==> src/rtl/axi4_lite_slave_regs.sv <==
// AXI4-Lite slave register bank: NUM_REGS 32-bit R/W registers with byte strobes,
// independent write/read channels, SLVERR on out-of-range index, write-notify pulse.
module axi4_lite_slave_regs #(
  parameter int unsigned NUM_REGS = 8
) (
  input  logic                     clk,
  input  logic                     rst,
  input  logic [31:0]              S_AXI_AWADDR,
  input  logic                     S_AXI_AWVALID,
  output logic                     S_AXI_AWREADY,
  input  logic [31:0]              S_AXI_WDATA,
  input  logic [3:0]               S_AXI_WSTRB,
  input  logic                     S_AXI_WVALID,
  output logic                     S_AXI_WREADY,
  output logic [1:0]               S_AXI_BRESP,
  output logic                     S_AXI_BVALID,
  input  logic                     S_AXI_BREADY,
  input  logic [31:0]              S_AXI_ARADDR,
  input  logic                     S_AXI_ARVALID,
  output logic                     S_AXI_ARREADY,
  output logic [31:0]              S_AXI_RDATA,
  output logic [1:0]               S_AXI_RRESP,
  output logic                     S_AXI_RVALID,
  input  logic                     S_AXI_RREADY,
  output logic [32*NUM_REGS-1:0]   reg_q,
  output logic                     wr_pulse,
  output logic [7:0]               wr_index
);

  localparam logic [1:0] RESP_OKAY   = 2'b00;
  localparam logic [1:0] RESP_SLVERR = 2'b10;

  typedef enum logic {R_IDLE, R_VALID} rstate_e;

  logic        aw_full_q, w_full_q;
  logic [7:0]  aw_idx_q;
  logic [31:0] wdata_q;
  logic [3:0]  wstrb_q;
  logic        bvalid_q;
  logic [1:0]  bresp_q;
  logic        wr_pulse_q;
  logic [7:0]  wr_index_q;
  logic [31:0] regs_q [NUM_REGS];
  logic [31:0] regs_d [NUM_REGS];

  rstate_e     rstate_q;
  logic [31:0] rdata_q;
  logic [1:0]  rresp_q;

  logic        aw_hs, w_hs, ar_hs, commit;
  logic [7:0]  wr_idx, ar_idx;
  logic [31:0] wr_data, rd_word;
  logic [3:0]  wr_strb;
  logic        wr_in_range, ar_in_range;

  // Address bits outside [9:2] are don't-care for decode.
  logic unused_addr_bits;
  assign unused_addr_bits = ^{S_AXI_AWADDR[31:10], S_AXI_AWADDR[1:0],
                              S_AXI_ARADDR[31:10], S_AXI_ARADDR[1:0]};

  assign S_AXI_AWREADY = !rst && !aw_full_q && !bvalid_q;
  assign S_AXI_WREADY  = !rst && !w_full_q  && !bvalid_q;
  assign S_AXI_ARREADY = !rst && (rstate_q == R_IDLE);
  assign S_AXI_BVALID  = bvalid_q;
  assign S_AXI_BRESP   = bresp_q;
  assign S_AXI_RVALID  = (rstate_q == R_VALID);
  assign S_AXI_RDATA   = rdata_q;
  assign S_AXI_RRESP   = rresp_q;
  assign wr_pulse      = wr_pulse_q;
  assign wr_index      = wr_index_q;

  always_comb begin
    for (int unsigned i = 0; i < NUM_REGS; i++) begin
      reg_q[32*i +: 32] = regs_q[i];
    end
  end

  // Commit uses whichever of AW/W is arriving this cycle, else the latched copy.
  always_comb begin
    aw_hs       = S_AXI_AWVALID && S_AXI_AWREADY;
    w_hs        = S_AXI_WVALID  && S_AXI_WREADY;
    ar_hs       = S_AXI_ARVALID && S_AXI_ARREADY;
    commit      = (aw_full_q || aw_hs) && (w_full_q || w_hs);
    wr_idx      = aw_hs ? S_AXI_AWADDR[9:2] : aw_idx_q;
    wr_data     = w_hs  ? S_AXI_WDATA       : wdata_q;
    wr_strb     = w_hs  ? S_AXI_WSTRB       : wstrb_q;
    wr_in_range = {1'b0, wr_idx} < 9'(NUM_REGS);
    ar_idx      = S_AXI_ARADDR[9:2];
    ar_in_range = {1'b0, ar_idx} < 9'(NUM_REGS);
  end

  always_comb begin
    for (int unsigned i = 0; i < NUM_REGS; i++) begin
      regs_d[i] = regs_q[i];
      if (commit && (wr_idx == 8'(i))) begin
        for (int unsigned b = 0; b < 4; b++) begin
          if (wr_strb[b]) regs_d[i][8*b +: 8] = wr_data[8*b +: 8];
        end
      end
    end
  end

  // Read mux sees regs_q, so a same-edge write is not visible to this read.
  always_comb begin
    rd_word = '0;
    for (int unsigned i = 0; i < NUM_REGS; i++) begin
      if (ar_idx == 8'(i)) rd_word = regs_q[i];
    end
  end

  always_ff @(posedge clk) begin
    if (rst) begin
      aw_full_q  <= 1'b0;
      w_full_q   <= 1'b0;
      aw_idx_q   <= '0;
      wdata_q    <= '0;
      wstrb_q    <= '0;
      bvalid_q   <= 1'b0;
      bresp_q    <= RESP_OKAY;
      wr_pulse_q <= 1'b0;
      wr_index_q <= '0;
      for (int unsigned i = 0; i < NUM_REGS; i++) regs_q[i] <= '0;
    end else begin
      for (int unsigned i = 0; i < NUM_REGS; i++) regs_q[i] <= regs_d[i];
      wr_pulse_q <= commit && wr_in_range;
      if (commit && wr_in_range) wr_index_q <= wr_idx;
      if (commit) begin
        aw_full_q <= 1'b0;
        w_full_q  <= 1'b0;
        bvalid_q  <= 1'b1;
        bresp_q   <= wr_in_range ? RESP_OKAY : RESP_SLVERR;
      end else begin
        if (aw_hs) begin
          aw_full_q <= 1'b1;
          aw_idx_q  <= S_AXI_AWADDR[9:2];
        end
        if (w_hs) begin
          w_full_q <= 1'b1;
          wdata_q  <= S_AXI_WDATA;
          wstrb_q  <= S_AXI_WSTRB;
        end
        if (bvalid_q && S_AXI_BREADY) bvalid_q <= 1'b0;
      end
    end
  end

  always_ff @(posedge clk) begin
    if (rst) begin
      rstate_q <= R_IDLE;
      rdata_q  <= '0;
      rresp_q  <= RESP_OKAY;
    end else begin
      case (rstate_q)
        R_IDLE: begin
          if (ar_hs) begin
            rdata_q  <= ar_in_range ? rd_word : '0;
            rresp_q  <= ar_in_range ? RESP_OKAY : RESP_SLVERR;
            rstate_q <= R_VALID;
          end
        end
        R_VALID: begin
          if (S_AXI_RREADY) rstate_q <= R_IDLE;
        end
        default: rstate_q <= R_IDLE;
      endcase
    end
  end

endmodule

==> config.mk <==
export PLATFORM = sky130hd
export DESIGN_NAME = axi4_lite_slave_regs
export DESIGN_NICKNAME = d
export VERILOG_FILES = /design/src/rtl/axi4_lite_slave_regs.sv
export SDC_FILE = /design/constraint.sdc
export NUM_CORES = 1
export LEC_CHECK = 0
export CORE_UTILIZATION = 45
export DETAILED_ROUTE_END_ITERATION = 7
export MAX_ROUTING_LAYER = met4
export PLACE_DENSITY = 0.79
export SLEW_MARGIN = 20
export SYNTH_ARGS = -nofsm -noshare
export SYNTH_HDL_FRONTEND = slang
export SYNTH_SLANG_ARGS = --single-unit
export TNS_END_PERCENT = 10
==> constraint.sdc <==
create_clock -name clk -period 2.3 [get_ports clk]
set_input_delay 0.23 -clock clk [delete_from_list [all_inputs] [get_ports clk]]
set_output_delay 0.23 -clock clk [all_outputs]
set_load 0.005 [all_outputs]
==> results of run 1 <==
-- through the flow --
step,setup TNS [ns],area [um^2],utilization,hold slack (ns),instances
3_5_place_dp,-100.24,21100,0.612,0.446,2446
4_1_cts,-0.0540,22600,0.654,0.0724,2522
3_3_place_gp,-91.99,21100,0.612,0.433,2446
2_1_floorplan,-12.42,15900,-,0.330,1615
5_1_grt,-2.66,22800,0.660,0.102,2539
6_report,-0.00721,22800,0.660,0.0917,2539
-- synth_stat cells (3+ instances only) --
master / instances
a21o_1: 33
o21ai_0: 105
mux2i_1: 277
nor4_1: 3
dfxtp_1: 347
nand2_1: 169
and2_1: 5
nor2_1: 47
nor3_2: 3
nor3_1: 8
buf_1: 16
nor3_4: 25
a2bb2oi_1: 9
mux2_2: 25
a211oi_1: 4
clkbuf_1: 79
inv_1: 3
or4_1: 3
mux4_2: 23
a21oi_1: 51
buf_2: 8
o22ai_1: 32
nand3_1: 43
mux2i_2: 3
nand2b_1: 260
-- how the worst max path moves through the flow --
| stage | start | end |
|---|---|---|
| 3_3_place_gp | S_AXI_AWVALID | regs_q[0][112] |
| 5_1_grt | S_AXI_BVALID | regs_q[1][127] |
| 2_1_floorplan | aw_full_q | regs_q[1][64] |
| 3_5_place_dp | S_AXI_AWVALID | regs_q[0][121] |
| 6_report | S_AXI_BVALID | regs_q[1][124] |
| 4_1_cts | S_AXI_BVALID | regs_q[1][97] |
-- worst max-delay path, delay by kind of cell, from the launching register on --
family | cells | cell delay (ns)
simple gates | 3 | 1.07
buf+inv | 4 | 0.59
flops | 1 | 0.32
mux | 1 | 0.17
compound gates | 1 | 0.08
-- routing by layer --
| layer | routed length (um) | part of all wire | global-route usage | up-vias |
|---|---|---|---|---|
| met5 | 0 | 0 | - | - |
| met4 | 1990 | 0.036 | 0.122 | 0 |
| met3 | 4110 | 0.075 | 0.0563 | 126 |
| met2 | 27400 | 0.50 | 0.527 | 622 |
| met1 | 21400 | 0.39 | 0.354 | 6851 |
| li1 | - | - | - | 6494 |
-- sequential cells by signal (all words and copies together), names as in the netlist --
register / count
w_full_q: 1
aw_idx_q: 8
S_AXI_RRESP: 1
aw_full_q: 1
wstrb_q: 4
S_AXI_BVALID: 1
S_AXI_RDATA: 32
S_AXI_RVALID: 1
regs_q: 256
S_AXI_BRESP: 1
wr_index: 8
wr_pulse: 1
wdata_q: 32
-- cells by family (layout without fill, tap and decap cells) --
| kind of cell | after synthesis | after routing | share of synthesized area |
|---|---|---|---|
| and+or+nand+nor | 577 | 577 | 0.209 |
| DFF | 347 | 347 | 0.439 |
| muxes | 328 | 328 | 0.228 |
| AOI/OAI and AO/OA | 251 | 251 | 0.0957 |
| buffers and inverters | 110 | 574 | 0.0281 |
| other | 1 | 7 | 0.000237 |
-- layout by cell type (no fill, tap or decap), drive strengths merged, types with 3 or more instances in the layout --
cell	instances
a211oi	4
a21o	33
a21oi	51
a2bb2oi	9
a31oi	4
and2	5
buf	143
bufinv	5
clkbuf	56
clkdlybuf4s50	358
clkinv	6
dfxtp	347
diode	5
inv	4
mux2	25
mux2i	280
mux4	23
nand2	169
nand2b	260
nand3	43
nor2	47
nor3	36
nor4	3
nor4b	3
o211ai	3
o21ai	106
o22ai	32
or4	3
-- power groups by stage --
| stage | Clock [mW] | Sequential (mW) | Combinational, mW |
|---|---|---|---|
| after floorplan | 0 | 6.23 | 0.707 |
| after global placement | 0 | 6.23 | 1.25 |
| after detailed placement | 0 | 6.24 | 1.27 |
| after CTS | 6.60 | 6.10 | 1.29 |
| after global routing | 6.86 | 6.11 | 1.41 |
| final | 6.54 | 6.11 | 1.33 |
-- what timing repair did --
action,in CTS,in global routing
buffers inserted,7,11
resized for setup,3,14
gates cloned,0,1
pin swaps,5,17
endpoints found under the hold margin,0,0
endpoints found under the setup margin,197,142
-- cell type report --
class,count,share of cell area
antenna,5,0.000549
clock inverter,14,0.00895
tap,455,0.0250
sequential,347,0.305
clock buffer,55,0.0503
inverter,3,0.000494
multi-input combinational,1158,0.375
timing repair buffer,502,0.235
==> reports/summary.txt, run 1 <==
Total power draw -> 14.0 mW
Period utilization -> 1.00
Clock Latency Late Sink -> 0.53 ns
Wire per inst -> 21.7 um
Core area -> 34500 um^2
Largest net degree at the start of global routing -> 121
CTS Sinks -> 347
Synth warnings -> 0
Reg-to-reg startpoint -> S_AXI_BVALID
Mapped Cells -> 1614
Drt drc -> 0
Critical path type -> reg -> reg
Core Rows -> 68
Filler cells -> 2701
Post-synth top area cell -> dfxtp_1
Worst Reg-to-Reg Cells -> 9
Skew final -> 0.0217 ns
Layout cells sized above 1 -> 0.150
Buffers on Ports -> 362
Comb pwr share -> 0.095
Layout area overhead -> 44.0%
CP Cell Sequence -> or4b_4 -> nor3_4 -> buf_6 -> o211ai_4 -> buf_12 -> buf_6 -> nor3_4 -> buf_12 -> mux2i_1
Failing checks -> negative setup slack
Register share of total power -> 0.437
Die width -> 190 um
WP data required -> 2.74 ns
Leak pwr -> 8.21 nW
IO Pins -> 413
Slowest CP cell -> or4b_4
CP endpoint kind -> flip-flop
Die Y-Extent -> 190 um
Net Sw Frac -> 0.236
Hpwl dp -> 39.0 mm
Hold Buf Count CTS -> 0
Number of library cell types mapped by synthesis -> 49
Ys flop type -> dfxtp_1
Max-cap check violation count -> 0
Min-Delay Path Class -> in -> reg
First-pass GRT wire length -> 82.8 mm
Synth top area cells -> dfxtp_1, mux2i_1, nand2b_1
TritonRoute pass-1 iters -> 5
CTS clk-pin slew, worst paths -> 0.06 ns
Power per cell area -> 613 nW/um^2
Cell Area, Synth -> 15800 um^2
Hold Path Depth -> 3
Final #Nets -> 2157
Max incr delay on CP -> 0.56 ns
Fraction of registers with async set/reset -> 0
Initial core utilization -> 0.458
Int Pwr -> 10.7 mW
Antenna violations before repair -> 5
VDD IR max -> 0.441 mV
Vias -> 14093
Slew Limit Fails -> 0
Area of the multi-input gates -> 8560 um^2
Tot GR Track Use -> 0.307
Root buffer cell -> clkbuf_16
Worst setup SP type -> flip-flop
Grt total ovfl -> 0
Register bit total from synthesis -> 347
Inserted Clock Buffers -> 38
CTS tree -> built
Fmax -> 0.434 GHz
Syn avg cell area -> 9.81 um^2
Clock power frac -> 0.468
Worst Hold End -> S_AXI_BVALID
Status -> finished, violations left
GPL Wtd Cong -> 0.949
Sequential share of the synthesized area -> 0.439
Setup slack at placement -> -0.491 ns
Antenna Violating Nets Remaining -> 0
H-tree Lvls -> 2
DRT iter0 DRCs -> 975
Fin worst setup slack -> -0.00638 ns
Slew @ Worst Pin -> 0.961 ns
Final Hold Fails -> 0
Period minus WS final -> 2.31 ns
Crit-path max FO -> 8
Slew headroom -> 0.359
Post-synth EDFFs -> 0
Worst r2r dst -> regs_q[1][124]
Critical Path AT -> 2.75 ns
Final WL -> 55.0 mm
Unrepaired setup endpoints after global routing -> true
Vias in the first global route -> 14025
R2R Setup Slk -> -0.006 ns
Reg area -> 6950 um^2
Min-Delay Startpoint -> rst
Die ar. -> 35900 um^2
NetSw -> 3.29 mW
Clock buffer depth -> 3
Post-synth top area share -> 0.439
DR vias/cell -> 5.55
Setup violators final -> 2
Power figures use the tool's default switching activity.
==> run 2: changes to the inputs <==
--- a/config.mk
+++ b/config.mk
@@ -5,10 +5,11 @@
 export SDC_FILE = /design/constraint.sdc
 export NUM_CORES = 1
 export LEC_CHECK = 0
-export CORE_UTILIZATION = 45
+export CAP_MARGIN = 25
+export CORE_UTILIZATION = 53
 export DETAILED_ROUTE_END_ITERATION = 7
 export MAX_ROUTING_LAYER = met4
-export PLACE_DENSITY = 0.79
+export PLACE_DENSITY = 0.87
 export SLEW_MARGIN = 20
 export SYNTH_ARGS = -nofsm -noshare
 export SYNTH_HDL_FRONTEND = slang
==> constraint.sdc (replaced) <==
create_clock -name clk -period 2.7 [get_ports clk]
set_input_delay 0.27 -clock clk [delete_from_list [all_inputs] [get_ports clk]]
set_output_delay 0.27 -clock clk [all_outputs]
set_load 0.005 [all_outputs]
==> run 2 against run 1 <==
Net effect:
- the flow now finishes without violations
- wire length down 3.2%
- register-to-register slack better by 0.25 ns
- global-route usage up 4.5 points
- hold slack better by 0.18 ns
- fmax down 6.1%
- design area down 4.0%
- combinational power down 24%
- core utilization up 9.4 points
- flip-flop and latch count unchanged
- non-clock buffer count down 53
- largest power group is now sequential cells
==> reports/summary.txt, run 2 (same netlist as run 1, synthesis figures left out) <==
Die width -> 175 um
Clock power frac -> 0.451
Hold Buf Count CTS -> 0
CTS Sinks -> 347
Inserted Clock Buffers -> 37
TritonRoute pass-1 iters -> 5
Register share of total power -> 0.460
Fmax -> 0.407 GHz
WP data required -> 3.13 ns
Slew Limit Fails -> 0
Layout cells sized above 1 -> 0.122
Max reg flops -> 256
GPL Wtd Cong -> 0.912
Grt total ovfl -> 0
Min-Delay Path Class -> in -> reg
Setup slack at placement -> -0.101 ns
Buffers on Ports -> 362
Final instance area -> 21900 um^2
Comb pwr share -> 0.089
Layout area overhead -> 38.2%
Final Hold Fails -> 0
Final #Nets -> 2103
Hpwl dp -> 37.1 mm
CTS resizes -> 0
R2R Setup Slk -> 0.24 ns
Clock buffer depth -> 3
Die Y-Extent -> 175 um
Net Sw Frac -> 0.243
CP endpoint kind -> flip-flop
Leak pwr -> 7.80 nW
DR vias/cell -> 5.82
Total power draw -> 11.3 mW
Placed cell areas -> 20600 um^2
Initial core utilization -> 0.546
Worst Reg-to-Reg Cells -> 9
Core Rows -> 62
Commonest cells after routing, fill and taps aside -> clkdlybuf4s50_1, dfxtp_1, mux2i_1
Postcts setup bufs -> 0
Worst setup SP type -> flip-flop
Power per cell area -> 517 nW/um^2
Antenna violations before repair -> 5
Critical path type -> reg -> reg
Tot GR Track Use -> 0.352
Max-cap check violation count -> 0
Unrepaired setup endpoints after global routing -> false
CTS clk-pin slew, worst paths -> 0.06 ns
Drt drc -> 0
Vias in the first global route -> 13906
Crit-path max FO -> 8
Antenna Violating Nets Remaining -> 0
Fin worst setup slack -> 0.243 ns
Fin Hold WS -> 0.272 ns
NetSw -> 2.75 mW
DRT iter0 DRCs -> 1181
Largest net degree at the start of global routing -> 115
Setup violators final -> 0
Top reg by flops -> regs_q
Vias -> 14050
First-pass GRT wire length -> 80.9 mm
VDD IR max -> 0.398 mV
Int Pwr -> 8.56 mW
CTS tree -> built
Critical Path AT -> 2.89 ns
Period utilization -> 0.910
Clock Latency Late Sink -> 0.53 ns
Status -> completed
Final WL -> 53.2 mm
Slew @ Worst Pin -> 0.960 ns
Period minus WS final -> 2.46 ns
H-tree Lvls -> 2
Wire per inst -> 22.1 um
Die ar. -> 30600 um^2
Leading cell type in the layout, fill and taps excluded -> clkdlybuf4s50_1
Root buffer cell -> clkbuf_16
Hold Path Depth -> 5
Slew headroom -> 0.360
Skew final -> 0.0250 ns
Core area -> 29000 um^2
IO Pins -> 413
[run 2: cell types whose count changed in the layout (fill, tap and decap cells not counted), sizes merged]
cell	change
clkbuf	-4
bufinv	-3
buf	-53
clkinv	+3
inv	+2
[run 2: path summary, 6_finish.rpt]
path / from / to
worst max-delay path: S_AXI_BVALID / regs_q[1][64]
worst min register to register: wdata_q[14] / wdata_q[14]
worst max register to register: S_AXI_BVALID / regs_q[1][64]
worst min-delay path: rst / aw_full_q
[run 2: power groups by stage]
stage | clock network, mW | registers [mW] | logic [mW]
3_5_place_dp | 0 | 5.31 | 0.986
6_report | 5.10 | 5.20 | 1.01
2_1_floorplan | 0 | 5.31 | 0.592
3_3_place_gp | 0 | 5.31 | 0.968
4_1_cts | 5.13 | 5.20 | 0.992
5_1_grt | 5.36 | 5.20 | 1.07
[run 2: final cells by class]
cell class | count | area, um^2
Sequential cell | 347 | 6950
Antenna cell | 5 | 12.5
Fill cell | 1953 | 7130
Clock inverter | 16 | 150
Multi-Input combinational cell | 1158 | 8480
Inverter | 3 | 11.3
Clock buffer | 51 | 1070
Tap cell | 384 | 480
Timing Repair Buffer | 449 | 4730
[run 2: per-layer routing]
metal | vias to the layer above | part of all wire | GRT usage | wire length, um
met1 | 6828 | 0.37 | 0.397 | 19700
met2 | 708 | 0.49 | 0.598 | 26300
li1 | 6387 | - | - | -
met4 | 0 | 0.043 | 0.147 | 2270
met3 | 127 | 0.093 | 0.0805 | 4930
met5 | - | 0 | - | 0
[run 2: worst max-delay path: stages, from the launching register on]
cell and delay [ns]:
dfxtp_1 0.33, or4b_1 0.60, buf_4 0.19, buf_4 0.13, and3_1 0.17, a31oi_1 0.16, buf_4 0.23, or3b_1 0.15
buf_4 0.20, mux2i_1 0.22
[run 2: per-stage QoR]
stage / TNS (ns) / std cells / util
6_report: 0 / 2413 / 0.754
5_1_grt: 0 / 2413 / 0.754
4_1_cts: 0 / 2407 / 0.753
3_5_place_dp: -2.48 / 2340 / 0.711
3_3_place_gp: -0.659 / 2340 / 0.711
2_1_floorplan: 0 / 1615 / -
